<file path="src/rtl/led_pkg.sv">
// Shared constants for the LED sequencer: pattern modes, FSM states, bounce direction.
package led_pkg;

    typedef enum logic [1:0] {
        MODE_STATIC = 2'b00,
        MODE_BLINK  = 2'b01,
        MODE_ROTATE = 2'b10,
        MODE_BOUNCE = 2'b11
    } mode_e;

    typedef enum logic {
        ST_IDLE = 1'b0,
        ST_RUN  = 1'b1
    } state_e;

    typedef enum logic {
        DIR_LEFT  = 1'b0,
        DIR_RIGHT = 1'b1
    } dir_e;

endpackage

</file>
<file path="src/rtl/led_prescaler.sv">
// Frame-rate prescaler: counts 0..DIV-1 while enabled, strobes tick on the last count.
module led_prescaler #(
    parameter int DIV = 12_500_000
) (
    input  logic clk,
    input  logic rst_n,
    input  logic clr,
    input  logic en,
    output logic tick
);

    localparam int              CW   = $clog2(DIV);
    localparam logic [CW-1:0]   LAST = CW'(DIV - 1);

    logic [CW-1:0] cnt_q, cnt_d;

    always_comb begin
        cnt_d = cnt_q;
        if (clr)
            cnt_d = '0;
        else if (en)
            cnt_d = (cnt_q == LAST) ? '0 : cnt_q + 1'b1;
    end

    // A clear (restart) suppresses the strobe so the new sequence begins a full frame.
    assign tick = en && !clr && (cnt_q == LAST);

    always_ff @(posedge clk or negedge rst_n) begin
        if (!rst_n)
            cnt_q <= '0;
        else
            cnt_q <= cnt_d;
    end

endmodule

</file>
<file path="src/rtl/led_seq_ctrl.sv">
// LED pattern sequencer: start/stop FSM, per-tick frame engine, optional PWM dimming.
// Define LED_PWM_EN to add the bright port and the free-running PWM counter.
module led_seq_ctrl
    import led_pkg::*;
#(
    parameter int N_LED = 4,
    parameter int DIV   = 12_500_000,
    parameter int PWM_W = 4
) (
    input  logic             clk,
    input  logic             rst_n,
    input  logic             start,
    input  logic             stop,
    input  logic [1:0]       mode,
    input  logic [N_LED-1:0] pattern,
`ifdef LED_PWM_EN
    input  logic [PWM_W-1:0] bright,
`endif
    output logic             busy,
    output logic             tick,
    output logic [N_LED-1:0] led
);

    state_e             state_q, state_d;
    mode_e              mode_q, mode_d;
    dir_e               dir_q, dir_d;
    logic [N_LED-1:0]   pat_q, pat_d;
    logic [N_LED-1:0]   frame_q, frame_d;
    logic               tick_q;
    logic               pre_tick;

    led_prescaler #(.DIV(DIV)) u_presc (
        .clk   (clk),
        .rst_n (rst_n),
        .clr   (start | stop | (state_q == ST_IDLE)),
        .en    (state_q == ST_RUN),
        .tick  (pre_tick)
    );

    always_comb begin
        state_d = state_q;
        mode_d  = mode_q;
        pat_d   = pat_q;
        frame_d = frame_q;
        dir_d   = dir_q;
        if (stop) begin
            state_d = ST_IDLE;
            frame_d = '0;
            dir_d   = DIR_LEFT;
        end else if (start) begin
            state_d = ST_RUN;
            mode_d  = mode_e'(mode);
            pat_d   = pattern;
            dir_d   = DIR_LEFT;
            frame_d = (mode_e'(mode) == MODE_BOUNCE) ? N_LED'(1) : pattern;
        end else if (pre_tick) begin
            case (mode_q)
                MODE_BLINK:  frame_d = (frame_q == pat_q) ? '0 : pat_q;
                MODE_ROTATE: frame_d = {frame_q[N_LED-2:0], frame_q[N_LED-1]};
                MODE_BOUNCE: begin
                    // Reverse on reaching either end; the end bit is shown for exactly one frame.
                    if (dir_q == DIR_LEFT) begin
                        if (frame_q[N_LED-1]) begin
                            dir_d   = DIR_RIGHT;
                            frame_d = frame_q >> 1;
                        end else begin
                            frame_d = frame_q << 1;
                        end
                    end else begin
                        if (frame_q[0]) begin
                            dir_d   = DIR_LEFT;
                            frame_d = frame_q << 1;
                        end else begin
                            frame_d = frame_q >> 1;
                        end
                    end
                end
                default:     frame_d = frame_q;
            endcase
        end
    end

    always_ff @(posedge clk or negedge rst_n) begin
        if (!rst_n) begin
            state_q <= ST_IDLE;
            mode_q  <= MODE_STATIC;
            pat_q   <= '0;
            frame_q <= '0;
            dir_q   <= DIR_LEFT;
            tick_q  <= 1'b0;
        end else begin
            state_q <= state_d;
            mode_q  <= mode_d;
            pat_q   <= pat_d;
            frame_q <= frame_d;
            dir_q   <= dir_d;
            tick_q  <= pre_tick;
        end
    end

    assign busy = (state_q == ST_RUN);
    assign tick = tick_q;

`ifdef LED_PWM_EN
    logic [PWM_W-1:0] p_q;
    logic [N_LED-1:0] led_q;

    // Gate the next frame so LED latency from start matches the undimmed build.
    always_ff @(posedge clk or negedge rst_n) begin
        if (!rst_n) begin
            p_q   <= '0;
            led_q <= '0;
        end else begin
            p_q   <= p_q + 1'b1;
            led_q <= frame_d & {N_LED{p_q < bright}};
        end
    end

    assign led = led_q;
`else
    assign led = frame_q;
`endif

endmodule

</file>
<file path="config.mk">
export PLATFORM = sky130hd
export DESIGN_NAME = led_seq_ctrl
export DESIGN_NICKNAME = d
export VERILOG_FILES = /design/src/rtl/led_pkg.sv /design/src/rtl/led_prescaler.sv /design/src/rtl/led_seq_ctrl.sv
export SDC_FILE = /design/constraint.sdc
export NUM_CORES = 1
export LEC_CHECK = 0
export BUFFER_PORTS_ARGS = -buffer_cell sky130_fd_sc_hd__buf_2
export CAP_MARGIN = 20
export CORE_ASPECT_RATIO = 1.25
export CORE_MARGIN = 2
export CORE_UTILIZATION = 59
export CTS_CLUSTER_DIAMETER = 60
export DETAILED_ROUTE_END_ITERATION = 7
export PLACE_DENSITY_LB_ADDON = 0.1
export SLEW_MARGIN = 20
export SYNTH_ARGS = -nofsm -noshare
export SYNTH_HDL_FRONTEND = slang
export SYNTH_SLANG_ARGS = --single-unit
</file>
<file path="constraint.sdc">
create_clock -name clk -period 2.35 [get_ports clk]
set_input_delay 0.3525 -clock clk [delete_from_list [all_inputs] [get_ports clk]]
set_output_delay 0.3525 -clock clk [all_outputs]
set_load 0.05 [all_outputs]
</file>
==> results.sh, run 1 <==
export IMPL_grt_pass1_wl_um=6840
export IMPL_yosysTopAreaCell="dfrtp_1"
export IMPL_dp_cells=260
export IMPL_slowest_stage="nor4_1"
export IMPL_numCtsBuffers=5
export IMPL_syn_inst=215
export IMPL_fin_nets=241
export IMPL_tightestPinTransition_ns=0.786
export IMPL_antenna_cells=0
export IMPL_power_density_nw_per_um2=595
export IMPL_synthTopCellsByCount="dfrtp_1, nor2_1, nand2_1"
export IMPL_die_area_um2=3810
export IMPL_grt_antenna_before_repair=0
export IMPL_period_needed_ns=2.07
export IMPL_setup_viol=0
export IMPL_ir_drop_mv=0.476
export IMPL_synth_edf_count=0
export IMPL_grt_start_max_net_pins=38
export IMPL_slowest_delay_ns=0.48
export IMPL_floorplan_initialDensity_pct=61.6
export IMPL_area_growth_pct=9.03
export IMPL_final_design_area_no_fill_um2=2140
export IMPL_critPathMaxFanout=8
export IMPL_path_cells="ha_1, and4_1, nand3_1, nor4_1, nand3_1, mux2i_1"
export IMPL_fin_util_pct=67.1
export IMPL_setup_tns_ns=0
export IMPL_vias_per_cell=5.87
export IMPL_dr_pass1_iters=4
export IMPL_outcome="finished, final reports clean"
export IMPL_netlist_area_um2=1970
export IMPL_endpoint="dir_q"
export IMPL_startpoint="u_presc.cnt_q[0]"
export IMPL_slew_headroom_pct=47.6
export IMPL_grtUsageTotal_pct=23.9
export IMPL_drv_cap=0
export IMPL_wire_per_inst_um=14.7
export IMPL_max_freq_mhz=483
export IMPL_r2r_start="u_presc.cnt_q[0]"
export IMPL_ctsHoldBuffers=0
export IMPL_end_kind="flop"
export IMPL_detailed_place_area_um2=2060
export IMPL_hold_viol_final=0
export IMPL_ys_seq_elements=37
export IMPL_vias=1573
export IMPL_power_mw=1.28
export IMPL_async_reset_ff_share_pct=100
export IMPL_grt_overflow_total=0
export IMPL_std_cell_rows=23
export IMPL_numPortBuffers=15
export IMPL_cts_setup_buffers=0
export IMPL_min_path_type="input pin to asynchronous set/reset pin"
export IMPL_seq_area_frac_synth_pct=47.1
export IMPL_rrSetupSlack_ns=0.28
export IMPL_gp_congestion=0.889
export IMPL_fin_cells=268
export IMPL_place_ws_ns=0.258
export IMPL_layout_drive_gt1_share_pct=13.9
export IMPL_cts_root_buf="clkbuf_8"
export IMPL_clk_latency_ns=0.29
export IMPL_ctsLongestPathBuffers=2
export IMPL_yosysUniqueCellTypes=37
export IMPL_clock_sinks=37
export IMPL_cts_clk_slew_worst_paths_ns=0.07
export IMPL_synthTopCellsByArea="dfrtp_1, xnor2_1, nor2_1"
export IMPL_yosysWarnings=0
export IMPL_grt_pass1_vias=1515
export IMPL_drt_iter0_markers=65
export IMPL_p_leak_nw=0.904
export IMPL_r2r_end="dir_q"
export IMPL_synth_top_area_share_pct=47.1
export IMPL_arrival_ns=2.24
export IMPL_ys_dominant_reg_cell="dfrtp_1"
export IMPL_path_class="flop to flop"
export IMPL_worstPathRequired_ns=2.52
export IMPL_die_h_um=68.6
export IMPL_nFillCells=266
export IMPL_avgSynthCellArea_um2=9.15
export IMPL_min_period_over_period_pct=88.1
export IMPL_wl_um=3940
export IMPL_cts_resized=0
export IMPL_dp_hpwl_um=2910
export IMPL_ios=16
export IMPL_maxSlewViolCount=0
export IMPL_yosysMostFrequentCell="dfrtp_1"
export IMPL_cp_start_kind="flop"
export IMPL_rsz0062_at_grt="false"
export IMPL_die_w_um=55.6
export IMPL_synth_nets=226
export IMPL_core_area_um2=3190
export IMPL_worst_slack_ns=0.280
export IMPL_htreeDepth=2
export IMPL_fin_hold_ws_ns=0.138
export IMPL_reg2reg_depth=6
export IMPL_skew_ns=0.00658
export IMPL_drcViolationCount=0
export IMPL_cpMostUsedCell="nand3_1"
export IMPL_tritoncts="yes"
export IMPL_ant_nets=0
layout make-up:
cell class	instances	area (µm²)	share of cell area, %
multi-input combinational	166	992	46.3
sequential	37	926	43.2
timing repair buffer	16	82.6	3.85
clock buffer	6	72.6	3.38
tap	37	46.3	2.16
inverter	4	15.0	0.700
clock inverter	2	10.0	0.467
flip-flops by register name (all words and copies together), names as in the netlist:
register and count:
led 4, busy 1, dir_q 1, pat_q 4, mode_q 2, u_presc.cnt_q 24
tick 1
critical path, delay by kind of cell, from the launching register on:
| family | cells | cell delay [ns] |
|---|---|---|
| adder cells (fa/ha/maj) | 1 | 0.22 |
| flip-flops | 1 | 0.40 |
| multiplexers | 1 | 0.15 |
| AND/OR/NAND/NOR | 4 | 1.19 |
kinds of logic after synthesis:
logic type / Yosys count / share of synthesized area, %
simple gates: 115 / 28.9
flops: 37 / 47.1
xor+xnor: 25 / 11.1
compound gates: 24 / 9.22
buf+inv: 12 / 2.48
mux: 1 / 0.509
fa+ha+maj: 1 / 0.636
layout by cell type (no fill, tap or decap), drive strengths merged:
master	count
a2111oi	1
a21oi	6
a311o	2
a31oi	3
and2	2
and3	6
and3b	2
and4	3
buf	16
clkbuf	6
clkinv	2
dfrtp	37
ha	1
inv	4
mux2i	1
nand2	29
nand2b	3
nand3	12
nand4	7
nor2	32
nor2b	3
nor3	9
nor4	2
o21ai	7
o22ai	2
o2bb2ai	1
o31ai	2
or2	2
or3	2
or4	1
xnor2	18
xor2	7
where the power goes:
| part | leakage (nW) | total, mW | internal, mW | switching (mW) |
|---|---|---|---|---|
| clock network | 0.0450 | 0.419 | 0.205 | 0.214 |
| registers | 0.500 | 0.699 | 0.659 | 0.0399 |
| logic | 0.359 | 0.158 | 0.0559 | 0.102 |
| total | 0.904 | 1.28 | 0.920 | 0.356 |
worst min-delay path by stage:
stage | end | cells past startpoint | slack [ns]
5_1_grt | u_presc.cnt_q[10] | 1 | 0.21
3_5_place_dp | pat_q[2] | 1 | 0.49
3_3_place_gp | u_presc.cnt_q[0] | 1 | 0.46
4_1_cts | pat_q[2] | 1 | 0.17
6_report | pat_q[1] | 1 | 0.14
2_1_floorplan | busy | 0 | 0.06
layer usage:
| layer | vias up | track usage [%] | part of all wire (%) |
|---|---|---|---|
| met1 | 750 | 26.7 | 39 |
| met5 | - | 0 | 0 |
| met4 | 0 | 14.6 | 4.5 |
| li1 | 763 | - | - |
| met3 | 15 | 5.97 | 4.4 |
| met2 | 45 | 41.8 | 52 |
Note: power is estimated with default switching activity, not from simulation.
==> run 2: changes to the inputs <==
--- a/config.mk
+++ b/config.mk
@@ -12,6 +12,7 @@
 export CORE_UTILIZATION = 59
 export CTS_CLUSTER_DIAMETER = 60
 export DETAILED_ROUTE_END_ITERATION = 7
+export GPL_TIMING_DRIVEN = 0
 export PLACE_DENSITY_LB_ADDON = 0.1
 export SLEW_MARGIN = 20
 export SYNTH_ARGS = -nofsm -noshare
==> results.sh, run 2 (same netlist as run 1, synthesis figures left out) <==
export IMPL_outcome="finished, final reports clean"
export IMPL_ios=16
export IMPL_clock_sinks=37
export IMPL_fin_nets=248
export IMPL_fin_hold_ws_ns=0.146
export IMPL_period_needed_ns=2.07
export IMPL_min_period_over_period_pct=88.3
export IMPL_vias_per_cell=5.86
export IMPL_ir_drop_mv=0.511
export IMPL_drt_iter0_markers=65
export IMPL_path_cells="ha_1, and4_1, nand3_2, nor3_1, or2_2, buf_2, buf_2, nor2_1"
export IMPL_layout_drive_gt1_share_pct=14.7
export IMPL_r2r_start="u_presc.cnt_q[0]"
export IMPL_slew_headroom_pct=46.5
export IMPL_area_growth_pct=10.6
export IMPL_hold_viol_final=0
export IMPL_rrSetupSlack_ns=0.28
export IMPL_die_area_um2=3810
export IMPL_ant_nets=0
export IMPL_mostFrequentLayoutCell="dfrtp_1"
export IMPL_slowest_stage="dfrtp_1"
export IMPL_vias=1611
export IMPL_largest_reg_flops=24
export IMPL_worst_slack_ns=0.276
export IMPL_drv_cap=0
export IMPL_floorplan_initialDensity_pct=61.6
export IMPL_core_area_um2=3190
export IMPL_endpoint="u_presc.cnt_q[17]"
export IMPL_numCtsBuffers=5
export IMPL_skew_ns=0.00742
export IMPL_worstPathRequired_ns=2.52
export IMPL_grt_start_max_net_pins=38
export IMPL_ctsHoldBuffers=0
export IMPL_critPathMaxFanout=10
export IMPL_clk_latency_ns=0.29
export IMPL_wire_per_inst_um=14.3
export IMPL_reg2reg_depth=8
export IMPL_cts_root_buf="clkbuf_8"
export IMPL_min_path_type="input pin to asynchronous set/reset pin"
export IMPL_end_kind="flop"
export IMPL_die_w_um=55.6
export IMPL_grt_overflow_total=0
export IMPL_rsz0062_at_grt="false"
export IMPL_dp_hpwl_um=2880
export IMPL_grt_pass1_vias=1516
export IMPL_p_leak_nw=0.913
export IMPL_die_h_um=68.6
export IMPL_std_cell_rows=23
export IMPL_setup_tns_ns=0
export IMPL_slowest_delay_ns=0.39
export IMPL_numPortBuffers=15
export IMPL_cpMostUsedCell="buf_2"
export IMPL_wl_um=3940
export IMPL_htreeDepth=2
export IMPL_startpoint="u_presc.cnt_q[0]"
export IMPL_largest_register="u_presc.cnt_q"
export IMPL_gp_congestion=0.877
export IMPL_max_freq_mhz=482
export IMPL_fin_util_pct=68.1
export IMPL_cts_clk_slew_worst_paths_ns=0.07
export IMPL_antenna_cells=0
export IMPL_place_ws_ns=0.157
export IMPL_setup_viol=0
export IMPL_tightestPinTransition_ns=0.803
export IMPL_maxSlewViolCount=0
export IMPL_grt_pass1_wl_um=6530
export IMPL_ctsLongestPathBuffers=2
export IMPL_grt_antenna_before_repair=0
export IMPL_cp_start_kind="flop"
export IMPL_tritoncts="yes"
export IMPL_r2r_end="u_presc.cnt_q[17]"
export IMPL_path_class="flop to flop"
export IMPL_final_cell_mix="dfrtp_1, nor2_1, nand2_1"
export IMPL_dr_pass1_iters=5
export IMPL_grtUsageTotal_pct=22.8
export IMPL_power_density_nw_per_um2=588
export IMPL_arrival_ns=2.24
export IMPL_drcViolationCount=0
run 2: changes by cell type in the layout (fill, tap and decap cells not counted):
cell,delta
nand3_1,-1
nand3_2,+1
buf_2,+3
buf_4,-1
clkbuf_1,+5
run 2: metrics by stage:
| stage | power [mW] | cells | instance area (µm²) |
|---|---|---|---|
| global route | 1.35 | 275 | 2180 |
| detailed placement | 0.872 | 267 | 2090 |
| floorplan | 0.813 | 215 | 1970 |
| CTS | 1.30 | 275 | 2170 |
| finish | 1.28 | 275 | 2180 |
| global placement | 0.865 | 267 | 2090 |
run 2: worst min path at each step:
stage | start | end | slack, ns | cells after the start
2_1_floorplan | rst_n | busy | 0.06 | 0
3_3_place_gp | u_presc.cnt_q[0] | u_presc.cnt_q[0] | 0.46 | 1
3_5_place_dp | u_presc.cnt_q[0] | u_presc.cnt_q[0] | 0.48 | 1
4_1_cts | rst_n | pat_q[1] | 0.18 | 1
5_1_grt | rst_n | pat_q[2] | 0.22 | 1
6_report | rst_n | pat_q[1] | 0.15 | 1
run 2: area by class of cell:
type / instances / area [µm²]
sequential: 37 / 926
buffer: 8 / 33.8
clock buffer: 6 / 72.6
multi-input combinational: 166 / 997
timing repair buffer: 15 / 75.1
clock inverter: 2 / 10.0
fill: 250 / 1020
inverter: 4 / 15.0
tap: 37 / 46.3
run 2: what timing repair did:
action,in CTS,in global routing
endpoints found under the hold margin,0,0
resized for setup,0,1
setup buffers,0,0
setup endpoints to repair,0,21
run 2: routing by layer:
layer | part of all wire (%) | track usage (%) | up-vias
met5 | 0 | 0 | -
met4 | 2.2 | 10.7 | 0
met3 | 4.3 | 5.60 | 13
met2 | 54 | 43.5 | 53
met1 | 40 | 24.0 | 763
li1 | - | - | 782
run 2: power by group:
part / switching [mW] / internal [mW] / leakage (nW)
registers: 0.0278 / 0.659 / 0.500
logic: 0.115 / 0.0582 / 0.367
clock network: 0.215 / 0.205 / 0.0450
run 2: critical path, delay by kind of cell, from the launching register on:
| family | cells | cell delay (ns) |
|---|---|---|
| buf+inv | 2 | 0.39 |
| simple gates | 5 | 0.97 |
| fa+ha+maj | 1 | 0.21 |
| flops | 1 | 0.39 |
